`config.mk`:
```
export PLATFORM = sky130hd
export DESIGN_NAME = warp_fetch_unit
export DESIGN_NICKNAME = d
export VERILOG_FILES = /design/src/rtl/warp_pkg.sv /design/src/rtl/warp_fetch_credit.sv /design/src/rtl/warp_fetch_unit.sv
export SDC_FILE = /design/constraint.sdc
export NUM_CORES = 1
export LEC_CHECK = 0
export ABC_CLOCK_PERIOD_IN_PS = 3700
export CAP_MARGIN = 20
export CORE_MARGIN = 2
export CORE_UTILIZATION = 47
export CTS_CLUSTER_SIZE = 40
export DETAILED_ROUTE_END_ITERATION = 8
export GPL_TIMING_DRIVEN = 0
export PLACE_DENSITY = 0.85
export RECOVER_POWER = 50
export SYNTH_ARGS = -nofsm -noshare
export SYNTH_HDL_FRONTEND = slang
export SYNTH_SLANG_ARGS = --single-unit
```
`constraint.sdc`:
```
create_clock -name clk -period 3.7 [get_ports clk]
set_input_delay 0.555 -clock clk [delete_from_list [all_inputs] [get_ports clk]]
set_output_delay 0.555 -clock clk [all_outputs]
set_load 0.05 [all_outputs]
```
`src/rtl/warp_pkg.sv`:
```
// Shared types and defaults for the warp instruction fetch path.
// No logic; constants only.
// No flow control; referenced by the fetch unit and its credit tracker.
package warp_pkg;

    localparam int ADDR_WIDTH                    = 32;
    localparam int FIFO_DEPTH                    = 16;
    localparam int FETCH_MAX_OUTSTANDING_DEFAULT = 4;
    localparam int FETCH_TIMEOUT_DEFAULT         = 1024;
    localparam int WORD_BYTES                    = 4;

    typedef enum logic [2:0] {
        IDLE,
        FETCH,
        DRAIN,
        DONE,
        ERR
    } fetch_state_e;

endpackage

```
`src/rtl/warp_fetch_credit.sv`:
```
// Outstanding-read counter and issue permit against FIFO credit and MAX_OUTSTANDING.
// Latency: permit is combinational from the registered count; count updates next edge.
// Backpressure: permit drops whenever another read could overrun the FIFO or the read limit.
module warp_fetch_credit import warp_pkg::*; #(
    parameter int MAX_OUTSTANDING = FETCH_MAX_OUTSTANDING_DEFAULT,
    parameter int FREE_W          = 5,
    localparam int CNT_W          = $clog2(MAX_OUTSTANDING + 1)
) (
    input  logic              clk,
    input  logic              rst_n,
    input  logic              i_accept,
    input  logic              i_resp,
    input  logic [FREE_W-1:0] i_fifo_free,
    output logic [CNT_W-1:0]  o_outstanding,
    output logic              o_permit
);

    localparam int CMP_W = (CNT_W > FREE_W) ? CNT_W : FREE_W;

    logic [CNT_W-1:0] r_outstanding;
    logic             w_dec;
    logic [CMP_W-1:0] w_out_ext;
    logic [CMP_W-1:0] w_free_ext;
    logic [CMP_W-1:0] w_max_ext;

    // A stray response with nothing outstanding must not wrap the counter.
    assign w_dec      = i_resp && (r_outstanding != '0);
    assign w_out_ext  = CMP_W'(r_outstanding);
    assign w_free_ext = CMP_W'(i_fifo_free);
    assign w_max_ext  = CMP_W'(MAX_OUTSTANDING);

    assign o_permit      = (w_out_ext < w_free_ext) && (w_out_ext < w_max_ext);
    assign o_outstanding = r_outstanding;

    always_ff @(posedge clk or negedge rst_n) begin
        if (!rst_n) begin
            r_outstanding <= '0;
        end else begin
            case ({i_accept, w_dec})
                2'b10:   r_outstanding <= r_outstanding + CNT_W'(1);
                2'b01:   r_outstanding <= r_outstanding - CNT_W'(1);
                default: r_outstanding <= r_outstanding;
            endcase
        end
    end

endmodule

```
`src/rtl/warp_fetch_unit.sv`:
```
// Streams `length` instruction words from memory into the warp FIFO; watchdog under WARP_FETCH_TIMEOUT_EN.
// Latency: response-to-push is zero cycles (combinational pass-through).
// Backpressure: reads issue only while outstanding < fifo_free, so a response is never refused.
module warp_fetch_unit #(
    parameter int ADDR_WIDTH      = warp_pkg::ADDR_WIDTH,
    parameter int FIFO_DEPTH      = warp_pkg::FIFO_DEPTH,
    parameter int MAX_OUTSTANDING = warp_pkg::FETCH_MAX_OUTSTANDING_DEFAULT,
    parameter int TIMEOUT_CYCLES  = warp_pkg::FETCH_TIMEOUT_DEFAULT
) (
    input  logic                               clk,
    input  logic                               rst_n,
    input  logic                               start,
    input  logic [ADDR_WIDTH-1:0]              base_addr,
    input  logic [15:0]                        length,
    input  logic                               abort,
    output logic                               mem_req_valid,
    input  logic                               mem_req_ready,
    output logic [ADDR_WIDTH-1:0]              mem_req_addr,
    input  logic                               mem_resp_valid,
    output logic                               mem_resp_ready,
    input  logic [31:0]                        mem_resp_data,
    input  logic [$clog2(FIFO_DEPTH+1)-1:0]    fifo_free,
    output logic                               fifo_push,
    output logic [31:0]                        fifo_data,
    output logic                               busy,
    output logic                               done,
    output logic                               error,
    output logic [15:0]                        words_pushed
);

    import warp_pkg::*;

    localparam int FREE_W  = $clog2(FIFO_DEPTH + 1);
    localparam int CNT_W   = $clog2(MAX_OUTSTANDING + 1);
    localparam int ALIGN_W = $clog2(WORD_BYTES);

    if (TIMEOUT_CYCLES < 1 || TIMEOUT_CYCLES > 65535) begin : g_bad_timeout
        $error("TIMEOUT_CYCLES must fit the 16-bit watchdog");
    end
    if (MAX_OUTSTANDING < 1) begin : g_bad_max
        $error("MAX_OUTSTANDING must be at least 1");
    end

    fetch_state_e          r_state;
    logic [ADDR_WIDTH-1:0] r_addr;
    logic [15:0]           r_length;
    logic [15:0]           r_issued;
    logic [15:0]           r_words;
    logic                  r_discard;
    logic                  r_busy;
    logic                  r_done;
    logic                  r_error;

    logic                  w_req_hs;
    logic                  w_resp_hs;
    logic                  w_permit;
    logic [CNT_W-1:0]      w_outstanding;
    logic                  w_fetch_last;
    logic                  w_timeout;

    assign mem_req_valid  = (r_state == FETCH) && (r_issued < r_length) && w_permit;
    assign mem_req_addr   = r_addr;
    assign mem_resp_ready = (r_state == FETCH) || (r_state == DRAIN);
    assign w_req_hs       = mem_req_valid && mem_req_ready;
    assign w_resp_hs      = mem_resp_valid && mem_resp_ready;
    assign fifo_push      = w_resp_hs && !r_discard;
    assign fifo_data      = mem_resp_data;
    assign busy           = r_busy;
    assign done           = r_done;
    assign error          = r_error;
    assign words_pushed   = r_words;

    // All reads issued and the last one (if any) is answered this cycle.
    assign w_fetch_last = (r_issued == r_length) && (w_outstanding == CNT_W'(w_resp_hs));

    warp_fetch_credit #(
        .MAX_OUTSTANDING (MAX_OUTSTANDING),
        .FREE_W          (FREE_W)
    ) u_credit (
        .clk           (clk),
        .rst_n         (rst_n),
        .i_accept      (w_req_hs),
        .i_resp        (w_resp_hs),
        .i_fifo_free   (fifo_free),
        .o_outstanding (w_outstanding),
        .o_permit      (w_permit)
    );

`ifdef WARP_FETCH_TIMEOUT_EN
    logic [15:0] r_wdog;

    assign w_timeout = (r_state == FETCH) && (w_outstanding != '0) && !w_resp_hs &&
                       (r_wdog == 16'(TIMEOUT_CYCLES - 1));

    always_ff @(posedge clk or negedge rst_n) begin
        if (!rst_n) begin
            r_wdog <= '0;
        end else if (r_state != FETCH || w_resp_hs || w_outstanding == '0) begin
            r_wdog <= '0;
        end else begin
            r_wdog <= r_wdog + 16'd1;
        end
    end
`else
    assign w_timeout = 1'b0;
`endif

    always_ff @(posedge clk or negedge rst_n) begin
        if (!rst_n) begin
            r_state   <= IDLE;
            r_addr    <= '0;
            r_length  <= '0;
            r_issued  <= '0;
            r_words   <= '0;
            r_discard <= 1'b0;
            r_busy    <= 1'b0;
            r_done    <= 1'b0;
            r_error   <= 1'b0;
        end else begin
            r_done  <= 1'b0;
            r_error <= 1'b0;
            unique case (r_state)
                IDLE: begin
                    if (start) begin
                        r_busy <= 1'b1;
                        if (base_addr[ALIGN_W-1:0] != '0) begin
                            r_state <= ERR;
                            r_error <= 1'b1;
                        end else if (length == 16'd0) begin
                            r_state <= DONE;
                            r_done  <= 1'b1;
                        end else begin
                            r_state   <= FETCH;
                            r_addr    <= base_addr;
                            r_length  <= length;
                            r_issued  <= '0;
                            r_words   <= '0;
                            r_discard <= 1'b0;
                        end
                    end
                end
                FETCH: begin
                    if (w_req_hs) begin
                        r_issued <= r_issued + 16'd1;
                        r_addr   <= r_addr + ADDR_WIDTH'(WORD_BYTES);
                    end
                    if (fifo_push) begin
                        r_words <= r_words + 16'd1;
                    end
                    // Abort wins over a same-cycle completion: the kernel is reported as failed.
                    if (abort || w_timeout) begin
                        r_state   <= DRAIN;
                        r_discard <= 1'b1;
                    end else if (w_fetch_last) begin
                        r_state <= DONE;
                        r_done  <= 1'b1;
                    end
                end
                DRAIN: begin
                    if (w_outstanding == '0) begin
                        r_state <= ERR;
                        r_error <= 1'b1;
                    end
                end
                DONE, ERR: begin
                    r_state <= IDLE;
                    r_busy  <= 1'b0;
                end
                default: begin
                    r_state <= IDLE;
                    r_busy  <= 1'b0;
                end
            endcase
        end
    end

endmodule
```
Word level (Yosys, flattened, before mapping)

Cells that the tools add are included.

Memories kept: 0
Bits in writable memories: 0
Bits in latches: 0
ROM bits: 0
Flip-flop bits (word level): 90
Output and inout bits: 86
Logic and storage cells: 96

Reduce and logical (&&, ||, !) cells: 24
$lt $le $gt $ge: 3
Divide/modulo/power cells: 0
Bitwise logic cells: 3
Equal/unequal tests: 14
Shifts and indexed selects: 0
Multiplexer cells: 37
Add/subtract/negate cells: 5
$mul: 0

Operator list:

| cell                  | count |
|---|---|
| $mux 32               | 4 |
| $mux 16               | 5 |
| $pmux 16 s2           | 2 |
| $pmux 32 s2           | 1 |
| $add 16x1->16 const B | 2 |
| $add 32x3->32 const B | 1 |
| $eq 16x16->1          | 1 |
| $logic_not 16->1      | 1 |
| $lt 16x16->1          | 1 |
| $mux 3                | 5 |
| $reduce_and 5->1      | 3 |
| $mux 1                | 13 |
| $ne 2x2->1 const B    | 5 |
| $pmux 3 s3            | 1 |
| $logic_and 1x1->1     | 8 |
| $pmux 1 s2            | 4 |
| $logic_not 3->1       | 2 |
| $pmux 3 s2            | 1 |
| $reduce_bool 2->1     | 3 |
| $lt 3x5->1            | 1 |
| $ne 2x1->1 const B    | 2 |
| $reduce_and 4->1      | 1 |
| $add 3x1->3 const B   | 1 |
| $eq 3x1->1            | 1 |
| other kinds (15)      | 17 |

Longest topological paths before layout

Depth after elaboration: 8
Mapped depth: 14

Hierarchy

From an unflattened synthesis, not the netlist that was laid out.

Cell total of the unflattened synthesis: 632
Area, all modules: 5454.0 um^2

By module, submodules not included:

| module            | area an instance (um^2) | cells an instance | times used |
|---|---|---|---|
| warp_fetch_unit   | 5217.5                  | 607               | 1 |
| warp_fetch_credit | 236.5                   | 25                | 1 |

Least setup slack after synthesis

No wires, ideal clock.

Path kind: reg-to-reg
From: register r_issued[1]
To: register u_credit.r_outstanding[2] (netlist: u_credit.o_outstanding[2])
Required time: 3621 ps
Period minus slack after synthesis: 2946 ps
Setup slack: 754 ps
Data arrival time: 2867 ps
Cell stages (with the launch flop): 14
Cells stage by stage: dfrtp_1 > ha_1 > nor2b_1 > o211ai_1 > a2111o_1 > nand4_2 > buf_2 > buf_1 > ha_1 > inv_1 > fa_1 > xor2_1 > nor2_1 > xor2_1

Cells in the longest elaborated chain, start to end: 6
Elaborated cells between the ends (all ways): 8
Classes of those cells: order compare (1); eq/ne (2); mux (1); reduce/logical (4)

RTL lines:

| item                                            | RTL line                | RTL |
|---|---|---|
| start: declaration                              | warp_fetch_unit.sv:47   | `logic [15:0] r_issued;` |
| start signal: assignment                        | warp_fetch_unit.sv:144  | `r_issued <= r_issued + 16'd1;` |
| $lt 16x16->1 (*)                                | warp_fetch_unit.sv:61   | `assign mem_req_valid = (r_state == FETCH) && (r_issued < r_length) && w_permit;` |
| $logic_and 1x1->1 (*) (2 in a row)              | warp_fetch_unit.sv:61   |  |
| $logic_and 1x1->1 (*)                           | warp_fetch_unit.sv:64   | `assign w_req_hs = mem_req_valid && mem_req_ready;` |
| $eq 2x1->1 or $eq 2x2->1 (tied branches)        | warp_fetch_credit.sv:39 | `case ({i_accept, w_dec})` |
| $pmux 3 s2 or $reduce_bool 2->1 (tied branches) | -                       |  |
| end signal: assignment                          | warp_fetch_credit.sv:40 | `2'b10: r_outstanding <= r_outstanding + CNT_W'(1);` |
| end signal: assignment                          | warp_fetch_credit.sv:41 | `2'b01: r_outstanding <= r_outstanding - CNT_W'(1);` |
| end signal: assignment                          | warp_fetch_credit.sv:42 | `default: r_outstanding <= r_outstanding;` |
| end: declaration                                | warp_fetch_credit.sv:20 | `logic [CNT_W-1:0] r_outstanding;` |

Every way passes the cells marked *; elsewhere a longest branch is shown, timed or not.
A chain may end at the register's enable or synchronous reset.

Final worst setup path

From: input fifo_free[2]
To: output mem_req_valid

Cells in the longest elaborated chain, start to end: 3

RTL lines:

| item               | RTL line                | RTL |
|---|---|---|
| start: declaration | warp_fetch_unit.sv:22   | `input logic [$clog2(FIFO_DEPTH+1)-1:0] fifo_free,` |
| $lt 3x5->1         | warp_fetch_credit.sv:32 | `assign o_permit = (w_out_ext < w_free_ext) && (w_out_ext < w_max_ext);` |
| $logic_and 1x1->1  | warp_fetch_credit.sv:32 |  |
| $logic_and 1x1->1  | warp_fetch_unit.sv:61   |  |
| end: declaration   | warp_fetch_unit.sv:16   | `output logic mem_req_valid,` |

Every way passes these cells.

==> key figures <==
Synth
  – Synth Area in Adders: around 5.3%
  – Most common cell in the netlist: dfrtp_1
  – Post-synth ARST share: 100%
  – Post-synthesis mux area share: 0.357%
  – Ys flop type: dfrtp_1
  – Simple-Gate Fraction of Synth Area: between 20% and 30%
  – Xor-xnor portion of the synthesized cell area: 2.81%
  – Synthesis Warnings: 0
  – Area share of the largest cell type after synthesis: 40.2%
  – Yosys reg bits: 90
  – Net count after synthesis: 759
  – Mapped Cells: 645
  – Syn Std Cell Area: 0.00560 mm²
  – Main combinational cell family by area after synthesis: simple AND/OR/NAND/NOR gates
  – Synth area leaders: dfrtp_1, ha_1, buf_4, nor2_1, nand3_1
  – Top post-synthesis cells by count: dfrtp_1, nor2_1, nand2_1, nand3_1
  – Avg Cell Area, Syn: 8.68 µm²
  – Unique masters post-synth: 57
  – Area leader, netlist: dfrtp_1
  – Post-synthesis compound-gate area fraction: 20.1%
  – Sequential share of the synthesized area: 40.2%
  – Post-synth EDFFs: 0

Power
  – Switch Pwr: 2.31 mW
  – Pwr/cell area: about 670 mW/mm²
  – Logic pwr share: 47.8%
  – Clk network pwr share: 19.5%
  – Internal power: 2.76 mW
  – Sw Share: 45.6%
  – Leakage power total: about 3.2 nW
  – Maximum vdd ir drop: ~0.45 mV
  – Reg power frac: ~33%

Outcome
  – Failing checks: DRC, capacitance limit, slew limit
  – Status: finished with violations

STA
  – Pins Over Slew Limit: 35
  – Relative slew slack: -39.4%
  – Final Hold Viols: 0
  – RSZ-0062 raised after global routing: no
  – Clock skew: 0.00904 ns
  – Worst slew pin tran: 2.09 ns
  – WHS: about 0.48 ns
  – Min Clock Period, post-route: 3.41 ns
  – Final period utilization: about 92%
  – Setup TNS: 0 ns
  – Max Fclk: roughly 300 MHz
  – Final setup viols: 0

Floorplan
  – Die height: 113 µm
  – Rows: 39
  – Die width: 113 µm
  – Core region area: roughly 0.012 mm²
  – I/O pin cnt: 177
  – DIE AREA: between 0.01 and 0.015 mm²
  – Starting density of the core: 48.6%

Worst setup path
  – Top cell family by delay on the critical path: buffers and inverters
  – Critical path class: in -> out
  – Critical Path Start Type: input port
  – CP peak stage delay: 0.79 ns
  – Required @ worst endpoint: roughly 3.1 ns
  – Critical path depth: 9
  – CP bufs+invs: 4
  – CP Cell Sequence: clkdlybuf4s50_1, inv_1, ha_1, a21oi_1, o21ai_0, a21oi_2, nand3_1, inv_1, clkdlybuf4s50_1
  – R2R cell count: 11
  – R2r setup slk: 0.49 ns
  – Crit path arrival time: around 2.9 ns
  – Slowest-stage cell, CP: clkdlybuf4s50_1
  – CP Max Fanout: 3
  – Critical Path End Type: output port

Global route
  – First-pass GRT wire length: approximately 28000 µm
  – Initial antenna violation count: 0
  – GRT overflow: 0
  – Vias in the first global route: 5717
  – GRT Total Usage: 27.6%
  – Largest net degree at the start of global routing: 57

Layout
  – Layout cells sized above 1: 8.94%
  – Final #Nets: 914
  – Fillers: just over 900
  – Post-route cell area: around 0.0076 mm²
  – Antenna cell count: 0
  – P&R area growth vs syn: 34.8%
  – Final Util: approximately two thirds

CTS
  – Hold-fix buffers, CTS: 0
  – Post-CTS sizing: 0
  – Clock Pin Slew Worst Setup and Hold Paths: 0.06 ns
  – # Post-CTS Setup Buffers: 0
  – Worst skew pair latency: 0.34 ns
  – Deepest level of the CTS H-tree: 3
  – CTS tree: yes
  – Root Buffer: clkbuf_16
  – Clock Tree Buf Depth: 2
  – Clk sinks: 90
  – CTS buffer count: 9

Routing
  – Final WL: ~18000 µm
  – Max Used Layer: met4
  – Routed Antenna Nets: 0
  – Detailed Route Iter0 Violations: 662
  – DR WL met3: approximately 1600 µm
  – Routed met1 length: 6900 µm
  – Remaining DRCs: 14
  – Via density: about 6.1
  – Via count: 5778
  – Met2 wire len: 8610 µm
  – Wire per inst: 18.5 µm
  – First-pass DRT Iterations: 7

Placed design
  – Port-buffer cells: 144
  – Hpwl dp: 12900 µm
  – Gp weighted congestion: approximately 0.91
  – Dpl cell area: between 0.007 and 0.008 mm²

Worst hold path
  – Worst Hold Depth: 1
  – Worst Hold Class: reg -> reg

Flow run
  – Max-Cap Viols: 1
## flip-flops by register name, indices dropped and copies added, names as in the netlist
register	cells
error	1
r_length	16
u_credit.o_outstanding	3
busy	1
done	1
r_state	3
words_pushed	16
r_discard	1
mem_req_addr	32
r_issued	16
## kinds of logic (layout without fill, tap and decap cells)
family | after synthesis | in the layout
xor+xnor | 18 | 18
mux | 2 | 2
simple gates | 246 | 246
buf+inv | 96 | 256
compound gates | 170 | 170
flops | 90 | 90
fa+ha+maj | 23 | 23
## through the flow
stage / setup slack (ns) / power (mW) / std cells
6_report: 0.293 / 5.06 / 948
5_1_grt: 0.135 / 5.32 / 948
4_1_cts: 0.105 / 5.06 / 949
3_5_place_dp: -0.230 / 4.07 / 933
3_3_place_gp: -1.22 / 3.97 / 932
2_1_floorplan: 0.754 / 3.20 / 645
## power groups by stage
stage	Combinational (mW)	Sequential, mW	Clock [mW]
after floorplan	1.01	2.19	0
after global placement	2.33	1.63	0
after detailed placement	2.41	1.66	0
after CTS	2.43	1.64	0.991
after global routing	2.59	1.70	1.04
final	2.42	1.65	0.989
## worst register-to-register path, stage by stage (launching register included)
cell and delay [ns]:
dfrtp_1 0.47, ha_1 0.35, nand4_1 0.15, a2111o_1 0.47, nand4_2 0.16, buf_2 0.40, ha_1 0.28, inv_1 0.07
fa_1 0.38, xor2_1 0.16, nor2_1 0.11, xor2_1 0.15
## cells in the final DEF, fill, tap and decap left out, types with 3 or more instances in the layout
cell type        Yosys  layout
o22ai_1              7       7
buf_4               35      35
nand3_1             45      45
a221oi_1             3       3
buf_2                9       9
and4_1               7       7
o211ai_1             8       8
nand4_1             19      19
o22a_1              17      17
nor3_1              14      14
nand2_1             53      53
a2bb2oi_1            6       6
clkbuf_1            16      19
dfrtp_1             90      90
dlygate4sd3_1        0      41
and2_1               4       4
clkdlybuf4s50_1      0     102
nand2b_1             3       3
xor2_1              13      13
inv_1               29      29
a31oi_1             13      13
buf_1                4       3
nor2_1              62      62
o21ai_0             42      42
a22oi_1              3       3
nor2b_1              7       7
and3_1              15      15
buf_6                3       3
o2bb2a_1             8       8
nor4_1               6       6
a21oi_1             42      42
clkbuf_16            0       9
ha_1                22      22
xnor2_1              5       5
## worst paths after layout
check / from / end
min in group asynchronous: rst_n / mem_req_addr[0]
min reg2reg: mem_req_addr[0] / mem_req_addr[0]
min: mem_req_addr[0] / mem_req_addr[0]
max in group asynchronous: rst_n / r_length[15]
max: fifo_free[2] / mem_req_valid
max reg2reg: r_issued[7] / u_credit.o_outstanding[2]
## metal layers
metal | vias up | GRT usage (%)
met5 | - | 0
met4 | 0 | 10.2
li1 | 2618 | -
met2 | 374 | 45.7
met1 | 2743 | 36.2
met3 | 43 | 5.20
## area by class of cell
class	count	area, µm²	area share [%]
Clock inverter	5	78.8	1.04
Multi-Input combinational cell	459	2820	37.4
Timing Repair Buffer	145	1460	19.4
Sequential cell	90	2250	29.8
Inverter	29	109	1.44
Clock buffer	11	233	3.08
Tap cell	143	179	2.37
Buffer	66	413	5.47
Power figures use the tool's default switching activity.
